File: config.mk
export PLATFORM = sky130hd
export DESIGN_NAME = div_issue
export DESIGN_NICKNAME = d
export VERILOG_FILES = /design/src/rtl/div_pkg.sv /design/src/rtl/div_special.sv /design/src/rtl/div_issue.sv
export SDC_FILE = /design/constraint.sdc
export NUM_CORES = 1
export LEC_CHECK = 0
export CAP_MARGIN = 20
export CORE_UTILIZATION = 59
export CTS_BUF_LIST = sky130_fd_sc_hd__clkbuf_8
export DETAILED_ROUTE_END_ITERATION = 12
export DONT_BUFFER_PORTS = 1
export PLACE_DENSITY = 0.84
export SLEW_MARGIN = 0
export SYNTH_ARGS = -nofsm -noshare
export SYNTH_HDL_FRONTEND = slang
export SYNTH_SLANG_ARGS = --single-unit
File: constraint.sdc
create_clock -name clk -period 2.3 [get_ports clk]
set_input_delay 0.23 -clock clk [delete_from_list [all_inputs] [get_ports clk]]
set_output_delay 0.23 -clock clk [all_outputs]
set_load 0.02 [all_outputs]
File: src/rtl/div_pkg.sv
// Shared types and constants for the RV32M divide issue stage.
package div_pkg;

  typedef enum logic [2:0] {
    S_IDLE,
    S_ISSUE,
    S_WAIT,
    S_HOLD,
    S_DRAIN
  } state_t;

  localparam logic [2:0] FN_DIV  = 3'b100;
  localparam logic [2:0] FN_DIVU = 3'b101;
  localparam logic [2:0] FN_REM  = 3'b110;
  localparam logic [2:0] FN_REMU = 3'b111;

  localparam logic [31:0] INT_MIN = 32'h8000_0000;

endpackage

File: src/rtl/div_special.sv
// Combinational detector for the RV32M divide cases that need no divider:
// divide-by-zero and signed INT_MIN / -1 overflow.
module div_special
  import div_pkg::*;
#(
  parameter int XLEN = 32
) (
  input  logic [2:0]      funct3,
  input  logic [XLEN-1:0] rs1,
  input  logic [XLEN-1:0] rs2,
  output logic            hit,
  output logic [XLEN-1:0] result
);

  logic is_signed;
  logic is_rem;
  logic zero_div;
  logic overflow;

  always_comb begin
    is_signed = !funct3[0];
    is_rem    = funct3[1];
    zero_div  = funct3[2] && (rs2 == '0);
    overflow  = funct3[2] && is_signed && (rs1 == XLEN'(INT_MIN)) && (rs2 == '1);
    hit       = zero_div || overflow;
    result    = '0;
    // Zero divisor takes precedence; the overflow remainder is 0 and quotient is rs1 (INT_MIN)
    if (zero_div) begin
      result = is_rem ? rs1 : '1;
    end else if (overflow) begin
      result = is_rem ? '0 : rs1;
    end
  end

endmodule

File: src/rtl/div_issue.sv
// Sequencing stage between EX and the SRT divider: fast-paths special cases,
// launches the divider, handles flush/timeout. DIV_REUSE_EN adds a one-entry result cache.
module div_issue
  import div_pkg::*;
#(
  parameter int XLEN    = 32,
  parameter int TIMEOUT = 64
) (
  input  logic            clk,
  input  logic            rst,
  input  logic            in_valid,
  output logic            in_ready,
  input  logic [2:0]      in_funct3,
  input  logic [XLEN-1:0] in_rs1,
  input  logic [XLEN-1:0] in_rs2,
  input  logic [4:0]      in_rd,
  input  logic            flush,
  output logic            out_valid,
  input  logic            out_ready,
  output logic [XLEN-1:0] out_result,
  output logic [4:0]      out_rd,
  output logic            busy,
  output logic            div_start,
  output logic [XLEN-1:0] div_a,
  output logic [XLEN-1:0] div_b,
  output logic [1:0]      div_op,
  input  logic [XLEN-1:0] div_result,
  input  logic            div_done,
  output logic            timeout_err
);

  localparam int CW = $clog2(TIMEOUT + 1);
  localparam logic [CW-1:0] CNT_LAST = CW'(TIMEOUT - 1);

  state_t          state;
  logic [CW-1:0]   cnt;
  logic [2:0]      fn_q;
  logic            accept;
  logic            sp_hit;
  logic [XLEN-1:0] sp_result;
  logic            cache_hit;
  logic [XLEN-1:0] cache_result;

  assign div_op = fn_q[1:0];
  assign accept = (state == S_IDLE) && in_ready && in_valid && !flush;

  div_special #(.XLEN(XLEN)) u_special (
    .funct3 (in_funct3),
    .rs1    (in_rs1),
    .rs2    (in_rs2),
    .hit    (sp_hit),
    .result (sp_result)
  );

`ifdef DIV_REUSE_EN
  logic            cache_valid;
  logic [2:0]      cache_fn;
  logic [XLEN-1:0] cache_a;
  logic [XLEN-1:0] cache_b;

  // Only genuine, unflushed divider completions are worth remembering
  always_ff @(posedge clk) begin
    if (rst) begin
      cache_valid  <= 1'b0;
      cache_fn     <= '0;
      cache_a      <= '0;
      cache_b      <= '0;
      cache_result <= '0;
    end else if (state == S_WAIT && div_done && !flush) begin
      cache_valid  <= 1'b1;
      cache_fn     <= fn_q;
      cache_a      <= div_a;
      cache_b      <= div_b;
      cache_result <= div_result;
    end
  end

  assign cache_hit = cache_valid && (cache_fn == in_funct3) &&
                     (cache_a == in_rs1) && (cache_b == in_rs2);
`else
  assign cache_hit    = 1'b0;
  assign cache_result = '0;
`endif

  always_ff @(posedge clk) begin
    if (rst) begin
      state       <= S_IDLE;
      cnt         <= '0;
      fn_q        <= '0;
      in_ready    <= 1'b0;
      busy        <= 1'b0;
      out_valid   <= 1'b0;
      out_result  <= '0;
      out_rd      <= '0;
      div_start   <= 1'b0;
      div_a       <= '0;
      div_b       <= '0;
      timeout_err <= 1'b0;
    end else begin
      div_start <= 1'b0;
      case (state)
        S_IDLE: begin
          in_ready <= 1'b1;
          if (accept) begin
            fn_q     <= in_funct3;
            div_a    <= in_rs1;
            div_b    <= in_rs2;
            out_rd   <= in_rd;
            in_ready <= 1'b0;
            busy     <= 1'b1;
            if (sp_hit) begin
              out_result <= sp_result;
              out_valid  <= 1'b1;
              state      <= S_HOLD;
            end else if (cache_hit) begin
              out_result <= cache_result;
              out_valid  <= 1'b1;
              state      <= S_HOLD;
            end else begin
              div_start <= 1'b1;
              state     <= S_ISSUE;
            end
          end
        end

        // The launch pulse is already on the wire here, so a flush still lets it go out
        S_ISSUE: begin
          cnt   <= '0;
          state <= flush ? S_DRAIN : S_WAIT;
        end

        S_WAIT: begin
          if (div_done || cnt == CNT_LAST) begin
            if (!div_done) begin
              timeout_err <= 1'b1;
            end
            if (flush) begin
              state    <= S_IDLE;
              busy     <= 1'b0;
              in_ready <= 1'b1;
            end else begin
              out_result <= div_done ? div_result : '0;
              out_valid  <= 1'b1;
              state      <= S_HOLD;
            end
          end else begin
            cnt <= cnt + 1'b1;
            if (flush) begin
              state <= S_DRAIN;
            end
          end
        end

        S_HOLD: begin
          if (flush || out_ready) begin
            out_valid <= 1'b0;
            busy      <= 1'b0;
            in_ready  <= 1'b1;
            state     <= S_IDLE;
          end
        end

        // Divider cannot be aborted: swallow its completion before accepting new work
        S_DRAIN: begin
          if (div_done || cnt == CNT_LAST) begin
            if (!div_done) begin
              timeout_err <= 1'b1;
            end
            busy     <= 1'b0;
            in_ready <= 1'b1;
            state    <= S_IDLE;
          end else begin
            cnt <= cnt + 1'b1;
          end
        end

        default: begin
          state <= S_IDLE;
        end
      endcase
    end
  end

endmodule
# Word level (Yosys, flattened, before mapping)
# Index checks and enable logic that the tools add are counted.
# classes
n_reduce_logical	28
add_sub_neg	1
bitwise_logic	3
n_eq_ne	16
n_mux	39
# op_table
cell	n
$mux 32	9
$eq 32x32->1 const B	2
$pmux 32 s2	1
$logic_not 32->1	1
$mux 3	6
$ne 2x2->1 const B	8
$mux 1	15
$pmux 3 s5	1
$pmux 7 s2	1
$reduce_and 6->1	2
$reduce_and 5->1	2
$pmux 1 s4	2
$add 7x1->7 const B	1
$eq 7x6->1 const B	1
$logic_and 1x1->1	7
$mux 7	1
$eq 3x2->1 const B	2
$mux 2	2
$reduce_and 2->1	2
$reduce_and 4->1	1
$reduce_bool 2->1	2
$reduce_bool 4->1	1
$eq 3x1->1 const B	1
$eq 3x3->1 const B	1
other kinds (10)	15
# word_totals
elab_cells	99
input_bits	110
out_inout_bits	108
regBits	118

# Logic depth before layout (Yosys ltp)
# logic_depth
ltp_word	9
depth_mapped	8
ltp_nobuf	7

# Hierarchy
# From an unflattened synthesis, not the netlist that was laid out.
# hier_totals
cells_unflattened	687
hier_area_um2	5361.4
# modules_own_cells
module	seq_area_each_um2	n_inst	area_each_um2	cells_per_inst
div_issue	2362.3	1	4815.9	609
div_special	0.0	1	545.5	78

# Worst setup path after synthesis
# OpenSTA, ideal clock, no wires.
# synth_timing
kind	register to register
startpoint	register state[2]
endpoint	register out_result[0]
path_buffers	3
t_arrival_ps	2117
setup_ps	87
setup_slack_ps	96
stages_incl_launch_ff	9
synth_period_minus_slack_ps	2204
t_required_ps	2213
path_cell_list	dfxtp_1 > clkbuf_1 > or3_1 > nor2_1 > a21oi_1 > or2_1 > buf_2 > buf_6 > a221oi_2
# synth_between
elab_chain_len	6
elab_cells_between_ends	12
classes_between	eq/ne: 5; mux: 1; reduce/logical: 6
# synth_rtl
element	line	rtl
from (decl)	div_issue.sv:35	state_t state;
from (signal assigned)	div_issue.sv:129	state <= flush ? S_DRAIN : S_WAIT;
$logic_not 3->1	div_issue.sv:45, div_issue.sv:101	
$logic_and 1x1->1 (3 in a row)	div_issue.sv:45	assign accept = (state == S_IDLE) && in_ready && in_valid && !flush;
$ne 2x2->1 (no line)	-	
$reduce_and 5->1 (no line)	-	
to (signal assigned)	div_issue.sv:112	out_result <= sp_result;
to (signal assigned)	div_issue.sv:116	out_result <= cache_result;
to (signal assigned)	div_issue.sv:142	out_result <= div_done ? div_result : '0;
to (decl)	div_issue.sv:20	output logic [XLEN-1:0] out_result,
# Several ways; a longest one is shown, not always the timed one.
# A chain may end at the register's enable or synchronous reset.

# Worst setup path in the final report
# layout_timing
startpoint	register state[2]
endpoint	register div_a[24]
# layout_between
elab_chain_len	5
# layout_rtl
element	line	rtl
$logic_not 3->1 (*)	div_issue.sv:45, div_issue.sv:101	
$logic_and 1x1->1 (3 in a row)	div_issue.sv:45	
$reduce_and 2->1 (no line) (*)	-	
to (signal assigned)	div_issue.sv:106	div_a <= in_rs1;
to (decl)	div_issue.sv:24	output logic [XLEN-1:0] div_a,
# Every way passes the cells marked *; elsewhere a longest branch is shown, timed or not.

==> summary.md <==
| Metric | Value |
|---|---|
| DP Wirelength | `10.8 mm` |
| CORE AREA | `8760 µm²` |
| Crit path DAT | `2.56 ns` |
| Hold WC Path Type | `input port to register` |
| Net Count, Synth | `753` |
| CTS tree | `done` |
| Largest net degree at the start of global routing | `86` |
| Final net count | `811` |
| Final setup violation count | `0` |
| Worst EP required | `2.62 ns` |
| Share of cells above drive strength 1 | `0.135` |
| Buffers on Ports | `0` |
| Count of buffer and inverter cells on the critical path | `2` |
| Avg Synthesized Cell Area | `8.33 µm²` |
| Drt first pass iters | `5` |
| Max Cap Viol | `0` |
| Setup Skew | `0.0139 ns` |
| Synthesis-to-layout area growth | `25.2%` |
| Most common cell after layout, fill and taps aside | `nand2_1` |
| Gpl congestion | `0.878` |
| Pwr Total | `4.79 mW` |
| Starting DRT DRC Count | `456` |
| Clock sink count | `118` |
| Logic gate share of total power | `0.109` |
| Synth Instances | `642` |
| Die area | `9440 µm²` |
| RSZ-0062 raised after global routing | `yes` |
| Leakage | `2.19 nW` |
| Avg WL per Cell | `21.6 µm` |
| Clock Pin Slew Worst Setup and Hold Paths | `0.08 ns` |
| Post-route ant nets | `0` |
| I/O pin count | `218` |
| Clock Path Buffers | `2` |
| Post-route DRC | `0` |
| Vias per cell | `6.51` |
| CP Cell Sequence | `or3_4 -> or2_2 -> buf_4 -> nand2_1 -> a21oi_1 -> dlygate4sd3_1` |
| Global route total overflow | `0` |
| Routed via count | `5356` |
| Reg power frac | `0.473` |
| Post-synth cell types | `45` |
| Switching pwr | `1.34 mW` |
| Slew @ Worst Pin | `0.580 ns` |
| Final min period | `2.24 ns` |
| Initial antenna violation count | `0` |
| Switching part of the total | `0.280` |
| Mapped Area | `5350 µm²` |
| Power share of the clock group | `0.418` |
| First-pass GRT wire length | `27.9 mm` |
| Ys async rst share | `0` |
| Startpoint Class | `register` |
| Warnings from Yosys | `0` |
| Seq cells post-synth | `118` |
| Root Buffer | `clkbuf_8` |
| Most frequent cells in the layout | `151 x nand2_1, 117 x dfxtp_1, 78 x a21oi_1` |
| Peak supply drop | `0.000474 V` |
| Initial Util | `0.610` |
| Worst relative slew slack | `0.608` |
| Vias in the first global route | `5536` |
| Status | `finished, final reports clean` |
| Chip width | `97.2 µm` |
| Critical path endpoint category | `register` |
| Fin. max-slew vios | `0` |
| Clock latency on the worst-skew pair | `0.43 ns` |
| Max frequency | `446 MHz` |
| Final Cycle Share | `0.975` |
| EDFF count, synth | `0` |
| WL final | `17.7 mm` |
| Critical path class | `register to register` |
| Gr usage total | `0.373` |
| Fin Setup TNS | `0 ns` |
| Setup Fix Bufs, Post-CTS | `0` |
| Chip height | `97.2 µm` |
| Synth Flop Type | `dfxtp_1` |
| Delay-heaviest family, CP | `simple AND/OR/NAND/NOR gates` |
| Filler cells | `584` |
| Highest-delay cell along the critical path | `dlygate4sd3_1` |
| Critical path's largest stage delay | `0.55 ns` |
| Seq/Total Area, Yosys | `0.442` |
| H-tree levels | `4` |
| Fin. Hold Viols | `0` |
| Cell-internal power | `3.45 mW` |
| Row cnt | `34` |
| Worst Path Max Fanout | `35` |
| PD cells | `716 nW/µm²` |
| CTS Buf Count | `17` |
==> routing by layer <==
| layer | vias up | track usage | part of all wire |
|---|---|---|---|
| met2 | 393 | 0.610 | 0.48 |
| met5 | - | 0 | 0 |
| li1 | 2403 | - | - |
| met3 | 82 | 0.128 | 0.11 |
| met4 | 0 | 0.230 | 0.049 |
| met1 | 2478 | 0.416 | 0.36 |
==> power by group through the flow <==
stage	Clock [mW]	Sequential, mW	Combinational (mW)
floorplan	0	2.29	0.318
CTS	2.02	2.26	0.500
detailed placement	0	2.31	0.376
finish	2.00	2.27	0.523
global route	2.12	2.27	0.560
global placement	0	2.31	0.361
==> synth_stat cells (2+ instances only) <==
cell / number / share of area
nand4_1: 8 / 0.0094
a211oi_1: 33 / 0.046
nor4_1: 12 / 0.014
nand2b_1: 3 / 0.0035
nor2b_1: 4 / 0.0047
a221oi_2: 30 / 0.084
a221oi_1: 4 / 0.0066
nand3_1: 6 / 0.0056
nor4b_1: 6 / 0.0098
nand2_1: 151 / 0.11
nor2_1: 16 / 0.011
a21oi_1: 79 / 0.074
nor3_1: 7 / 0.0066
mux2i_1: 2 / 0.0037
buf_6: 3 / 0.0063
inv_1: 37 / 0.026
or3_1: 2 / 0.0023
o22ai_1: 2 / 0.0023
xor2_1: 4 / 0.0066
and4_1: 2 / 0.0033
clkbuf_1: 51 / 0.036
o211ai_1: 32 / 0.045
o21ai_0: 7 / 0.0066
or2_2: 2 / 0.0023
dfxtp_1: 118 / 0.44
and3_1: 2 / 0.0023
==> flip-flops by register name, indices dropped and copies added, names as in the netlist <==
signal and flops:
in_ready 1, div_a 32, out_valid 1, busy 1, cnt 7, state 3
div_start 1, div_b 32, out_rd 5, timeout_err 1, out_result 32, fn_q 2
==> through the flow <==
| stage | std cells | utilization | worst slack, ns | hold WS [ns] | instance area [µm²] |
|---|---|---|---|---|---|
| floorplan | 642 | - | 0.0959 | 0.366 | 5350 |
| global placement | 713 | 0.623 | 0.0656 | 0.304 | 5460 |
| detailed placement | 713 | 0.623 | -0.0243 | 0.305 | 5460 |
| CTS | 821 | 0.760 | 0.0183 | 0.00275 | 6660 |
| global route | 821 | 0.763 | -0.0256 | 0.0217 | 6690 |
| finish | 823 | 0.764 | 0.0585 | 0.0289 | 6690 |
==> cell families (layout without fill, tap and decap cells) <==
kind of cell,Yosys count,in the layout,share of synthesized area
and+or+nand+nor,228,228,0.195
AOI/OAI and AO/OA,196,196,0.279
DFF,118,118,0.442
buffers and inverters,92,163,0.0691
xor gates and xnor gates,5,5,0.00819
muxes,2,2,0.00375
adders and majority gates,1,1,0.00234
other,0,2,0
==> area by class of cell <==
class                           instances  area, µm²  share of cell area
Sequential cell                       118       2360               0.353
Multi-Input combinational cell        432       2670               0.398
Inverter                               37        139              0.0208
Clock inverter                         14        178              0.0265
Antenna cell                            2       5.00            0.000748
Tap cell                              108        135              0.0202
Clock buffer                           18        248              0.0370
Timing Repair Buffer                   94        958               0.143
==> worst min-delay path, stage by stage <==
cell	delay (ns)
nor2_1	0.04
nand3_1	0.07
a21oi_1	0.05
==> final timing paths <==
path                                            start                endpoint  slack [ns]  depth (start not counted)
worst min-delay path                         div_done   state[2]$_SDFFE_PP0P_        0.03                          3
worst max register to register  state[2]$_SDFFE_PP0P_  div_a[24]$_SDFFE_PP0P_        0.06                          6
worst max-delay path            state[2]$_SDFFE_PP0P_  div_a[24]$_SDFFE_PP0P_        0.06                          6
worst min register to register    cnt[6]$_SDFFE_PP0P_     cnt[6]$_SDFFE_PP0P_        0.49                          1
==> timing repair <==
| item | CTS | global route |
|---|---|---|
| hold endpoints to repair | 114 | 0 |
| setup endpoints to repair | 0 | 30 |
| hold buffers | 76 | 0 |
| gates resized for setup | 0 | 6 |
Note: power is estimated with default switching activity, not from simulation.
